[src/rtl/ask4_pkg.sv]
// rtl/ask4_pkg.sv - mode encoding, Gray symbol constants, LFSR shape and level mapping
package ask4_pkg;

  typedef enum logic [1:0] {
    MODE_PRBS    = 2'd0,
    MODE_IMPULSE = 2'd1,
    MODE_FIXED   = 2'd2,
    MODE_WORST   = 2'd3
  } mode_e;

  localparam logic [1:0] GRAY_M3 = 2'b00;
  localparam logic [1:0] GRAY_M1 = 2'b01;
  localparam logic [1:0] GRAY_P1 = 2'b11;
  localparam logic [1:0] GRAY_P3 = 2'b10;

  localparam int LFSR_W     = 15;
  localparam int LFSR_TAP_A = 14;
  localparam int LFSR_TAP_B = 13;

  // 3a is only ever used modulo 2^18; the parameter range keeps it from overflowing
  function automatic logic signed [17:0] gray_to_level(input logic [1:0] sym,
                                                       input logic signed [17:0] a);
    logic signed [17:0] a3;
    logic signed [17:0] lvl;
    a3 = (a <<< 1) + a;
    lvl = a3;
    case (sym)
      GRAY_M3: lvl = -a3;
      GRAY_M1: lvl = -a;
      GRAY_P1: lvl = a;
      default: lvl = a3;
    endcase
    return lvl;
  endfunction

endpackage

[src/rtl/lfsr_prbs15.sv]
// rtl/lfsr_prbs15.sv - PRBS15 Fibonacci LFSR yielding one Gray symbol (two bits) per step
module lfsr_prbs15
  import ask4_pkg::*;
#(
  parameter logic [LFSR_W-1:0] SEED = 15'h0001
) (
  input  logic       clk,
  input  logic       reset,
  input  logic       step,
  output logic [1:0] sym
);

  logic [LFSR_W-1:0] state;
  logic [LFSR_W-1:0] once;
  logic [LFSR_W-1:0] twice;

  always_comb begin
    once  = {state[LFSR_W-2:0], state[LFSR_TAP_A] ^ state[LFSR_TAP_B]};
    twice = {once[LFSR_W-2:0], once[LFSR_TAP_A] ^ once[LFSR_TAP_B]};
  end

  // first emitted bit is the symbol MSB
  assign sym = {state[LFSR_TAP_A], once[LFSR_TAP_A]};

  always_ff @(posedge clk or negedge reset) begin
    if (!reset) begin
      state <= SEED;
    end else if (step) begin
      state <= twice;
    end
  end

endmodule

[src/rtl/ask4_symbol_src.sv]
// rtl/ask4_symbol_src.sv - 4-ASK symbol source, zero-stuffed to SPS samples per symbol
module ask4_symbol_src
  import ask4_pkg::*;
#(
  parameter int                 SPS     = 4,
  parameter logic signed [17:0] LEVEL_A = 18'sd32768,
  parameter logic [LFSR_W-1:0]  SEED    = 15'h0001
) (
  input  logic               clk,
  input  logic               reset,
  input  logic               enable,
  input  logic [1:0]         mode,
  input  logic [1:0]         sym_in,
  output logic signed [17:0] x_out,
  output logic [1:0]         sym_out,
  output logic               sym_strobe
);

  localparam int            PW      = (SPS > 2) ? $clog2(SPS) : 1;
  localparam logic [PW-1:0] PH_LAST = PW'(SPS - 1);

  logic [PW-1:0]      phase;
  logic               boundary;
  mode_e              mode_sel;
  logic               toggle_neg;
  logic               impulse_done;
  logic               toggle_next;
  logic               impulse_next;
  logic [1:0]         prbs_sym;
  logic [1:0]         sym_next;
  logic signed [17:0] x_next;

  assign boundary = enable && (phase == '0);
  assign mode_sel = mode_e'(mode);

  lfsr_prbs15 #(.SEED(SEED)) u_lfsr (
    .clk  (clk),
    .reset(reset),
    .step (boundary && (mode_sel == MODE_PRBS)),
    .sym  (prbs_sym)
  );

  // leaving a mode at a boundary clears its private state (toggle, impulse flag)
  always_comb begin
    sym_next     = prbs_sym;
    x_next       = '0;
    toggle_next  = 1'b0;
    impulse_next = 1'b0;
    case (mode_sel)
      MODE_PRBS:    sym_next = prbs_sym;
      MODE_IMPULSE: begin
        sym_next     = impulse_done ? GRAY_M3 : GRAY_P3;
        impulse_next = 1'b1;
      end
      MODE_FIXED:   sym_next = sym_in;
      default: begin
        sym_next    = toggle_neg ? GRAY_M3 : GRAY_P3;
        toggle_next = ~toggle_neg;
      end
    endcase
    if (!(mode_sel == MODE_IMPULSE && impulse_done)) begin
      x_next = gray_to_level(sym_next, LEVEL_A);
    end
  end

  always_ff @(posedge clk or negedge reset) begin
    if (!reset) begin
      phase        <= '0;
      x_out        <= '0;
      sym_out      <= GRAY_M3;
      sym_strobe   <= 1'b0;
      toggle_neg   <= 1'b0;
      impulse_done <= 1'b0;
    end else begin
      x_out      <= '0;
      sym_strobe <= 1'b0;
      if (enable) begin
        phase <= (phase == PH_LAST) ? '0 : phase + 1'b1;
      end
      if (boundary) begin
        x_out        <= x_next;
        sym_out      <= sym_next;
        sym_strobe   <= 1'b1;
        toggle_neg   <= toggle_next;
        impulse_done <= impulse_next;
      end
    end
  end

endmodule

[config.mk]
export PLATFORM = sky130hd
export DESIGN_NAME = ask4_symbol_src
export DESIGN_NICKNAME = d
export VERILOG_FILES = /design/src/rtl/ask4_pkg.sv /design/src/rtl/lfsr_prbs15.sv /design/src/rtl/ask4_symbol_src.sv
export SDC_FILE = /design/constraint.sdc
export NUM_CORES = 1
export LEC_CHECK = 0
export BUFFER_PORTS_ARGS = -buffer_cell sky130_fd_sc_hd__buf_4
export CAP_MARGIN = 20
export CORE_ASPECT_RATIO = 0.5
export CORE_MARGIN = 3
export CORE_UTILIZATION = 35
export CTS_BUF_LIST = sky130_fd_sc_hd__clkbuf_16
export DETAILED_ROUTE_END_ITERATION = 6
export PLACE_DENSITY = 0.57
export SLEW_MARGIN = 20
export SYNTH_ARGS = -nofsm -noshare
export SYNTH_HDL_FRONTEND = slang
export SYNTH_SLANG_ARGS = --single-unit
[constraint.sdc]
create_clock -name clk -period 1.65 [get_ports clk]
set_input_delay 0.2475 -clock clk [delete_from_list [all_inputs] [get_ports clk]]
set_output_delay 0.2475 -clock clk [all_outputs]
set_load 0.005 [all_outputs]
==> flow_summary_export.csv <==
group,metric,value,unit
synth,async_reset_ff_share,100,%
timing,finalSetupViolCount,0,
layout,drive_above_1_share,31.8,%
critical_path,startpoint,"phase[0]",
clock_network,path_clk_slew,60,ps
critical_path,r2r-end,"u_lfsr.state[9]",
global_routing,grt_pass1_vias,576,
synth,synth_top_area_share,49.1,%
route,ant_nets,0,
placed_design,dp_cells,153,
route,viasPerCell,3.97,
clock_network,clock-sinks,25,
placed_design,dp_hpwl,1200,um
floorplan,core-area,0.00317,mm2
synth,synthCells,95,
route,drt_iter0_markers,24,
route,route.vias.total,628,
global_routing,gr-total-overflow,0,
synth,yosys_most_used_dff,"dfrtp_1",
synth,synth_xor_area_share,1.43,%
layout,nNetsFinal,123,
clock_network,clock_path_buffers,2,
synth,synth.most_common_cell,"dfrtp_1",
clock_network,cts_tree,"built",
synth,synth_area,0.00122,mm2
route,post_drt_wl_per_cell,10.5,um
critical_path,critPathLaunchType,"register",
floorplan,fp.dieW,89.6,um
timing,setup_tns,0,ps
layout,area_growth_syn_to_layout,13.7,%
global_routing,grt_usage,8.61,%
critical_path,worstSetupPathType,"register to register",
clock_network,cts_buffers,3,
floorplan,fp.dieH,47.8,um
synth,synth_edf_count,0,
route,wl,1660,um
synth,synth_fa_ha_area_share,5.12,%
placed_design,port-buffer-count,12,
synth,yosys-top-cells-count,"dfrtp_1 (24), buf_4 (15), mux2_2 (10)",
min_path,hp-class,"input port to register",
route,first_pass_iters,2,
synth,yosysTopAreaCell,"dfrtp_1",
timing,post-route-period-util,91.6,%
synth,yosysSeqAreaShare,51.3,%
critical_path,crit_chain,"inv_1 -> ha_1 -> and4bb_1 -> buf_12 -> mux2_2",
critical_path,cp_data_required_time,1790,ps
synth,synth-simple-area-share,5.73,%
critical_path,reg2reg_slack,140,ps
min_path,whs_path_depth,2,
floorplan,start_util,38.6,%
placed_design,gp_congestion,0.701,
clock_network,cts_root_buffer,"clkbuf_16",
synth,synth_compound_area_share,2.66,%
clock_network,cts-hold-fix-buffers,1,
global_routing,grt_pass1_wl,2660,um
critical_path,cp-end-kind,"register",
min_path,min-delay-start,"enable",
clock_network,cts_setup_buffers,0,
floorplan,dieArea,0.00428,mm2
critical_path,endpoint,"u_lfsr.state[9]",
timing,drv_slew,0,
synth,synth_mux_area_share,19.2,%
run,drv_cap,0,
layout,diodes,0,
route,drc,0,
timing,rsz0062_at_grt,"false",
synth,yosys_register_bits,25,
critical_path,worst_path_max_delay_cell,"dfrtp_1",
global_routing,grt_max_degree,26,
timing,hold_violations,0,
critical_path,cp_slowest_stage_delay,370,ps
synth,syn_area_per_cell,12.9,um2
timing,skew,2.73,ps
synth,synth_cell_types,23,
synth,synth_top_family_by_area,"multiplexers",
timing,fmax,662,MHz
critical_path,reg2reg_depth,5,
synth,ys_top_cells_by_area,"dfrtp_1 (49%), buf_4 (9.2%), mux2_2 (9.2%), mux2_4 (7.4%), ha_1 (5.1%)",
power_and_ir_drop,ir_drop,0.000426,V
critical_path,cp_max_fo,17,
clock_network,insertion_delay,250,ps
synth,yosys_warnings,0,
layout,final_cells,158,
clock_network,htree_levels,1,
timing,finalCriticalPeriod,1510,ps
critical_path,cp.arrival,1650,ps
critical_path,reg2reg_from,"phase[0]",
outcome,outcome,"finished clean",
power_and_ir_drop,powerDensity,1360,mW/mm2
power_and_ir_drop,p_leak,0.709,nW
clock_network,ctsResizeCount,0,
floorplan,row_count,14,
global_routing,antenna_found_initial,0,
floorplan,io_pins,28,
power by group:
group,switching [mW],internal [mW],leakage (nW)
Combinational,0.195,0.270,0.340
Clock,0.190,0.323,0.0423
Sequential,0.0921,0.818,0.327
sequential cells by signal, indices dropped and copies added (netlist names):
register	count
impulse_done	1
phase	2
sym_out	2
sym_strobe	1
toggle_neg	1
u_lfsr.state	15
x_out	3
per-stage QoR:
step           setup WS, ps  util, %  hold WS (ps)  cell area [um2]  power, mW
6_report                139     43.8           232             1390       1.89
5_1_grt                58.1     43.8           243             1390       2.02
4_1_cts                 142     43.8           228             1390       1.92
3_5_place_dp            153     41.0           175             1300       1.39
3_3_place_gp            174     41.0           173             1300       1.37
2_1_floorplan           189        -         -48.1             1270       1.25
critical path, delay by kind of cell (launching register included):
| family | cells | cell delay, ps |
|---|---|---|
| flops | 1 | 370 |
| fa+ha+maj | 1 | 170 |
| simple gates | 1 | 250 |
| mux | 1 | 340 |
| buf+inv | 2 | 260 |
layer usage:
layer	routed length, um	track usage, %	share of wire, %
met5	0	0	0
met4	2	2.67	0.12
met3	86	3.61	5.2
met2	736	12.6	44
met1	839	11.7	50
layout make-up:
| cell class | instances | area (um2) |
|---|---|---|
| inverters | 8 | 30.0 |
| repair buffers | 14 | 120 |
| flip-flops and latches | 25 | 627 |
| well taps | 48 | 60.1 |
| clock inverters | 1 | 3.75 |
| fillers | 299 | 1780 |
| multi-input cells | 59 | 474 |
| clock buffers | 3 | 75.1 |
placed cells by master, fill, tap and decap left out, drive strengths merged:
cell	synthesis	layout
buf	17	13
and4bb	1	1
xnor2	2	2
a21o	1	1
mux4	1	1
nand2	3	3
dfrtp	24	24
o21ai	3	3
a21oi	2	2
dfstp	1	1
nand3b	1	1
mux2i	1	1
ha	5	5
and2b	1	1
clkbuf	0	3
or3	1	1
nor3	1	1
conb	1	15
nor2	5	5
inv	8	9
dlygate4sd3	0	1
mux2	16	16
cell families (layout without fill, tap and decap cells):
family	Yosys count	in the layout
compound gates	6	6
simple gates	13	13
flops	25	25
fa+ha+maj	5	5
mux	18	18
other cells	1	15
buf+inv	25	26
xor+xnor	2	2
worst min-delay path by stage:
stage	endpoint	slack, ps
2_1_floorplan	impulse_done	-50
3_5_place_dp	u_lfsr.state[3]	170
5_1_grt	phase[0]	240
6_report	phase[1]	230
4_1_cts	phase[1]	230
3_3_place_gp	u_lfsr.state[5]	170
(Power assumes the default switching activity.)
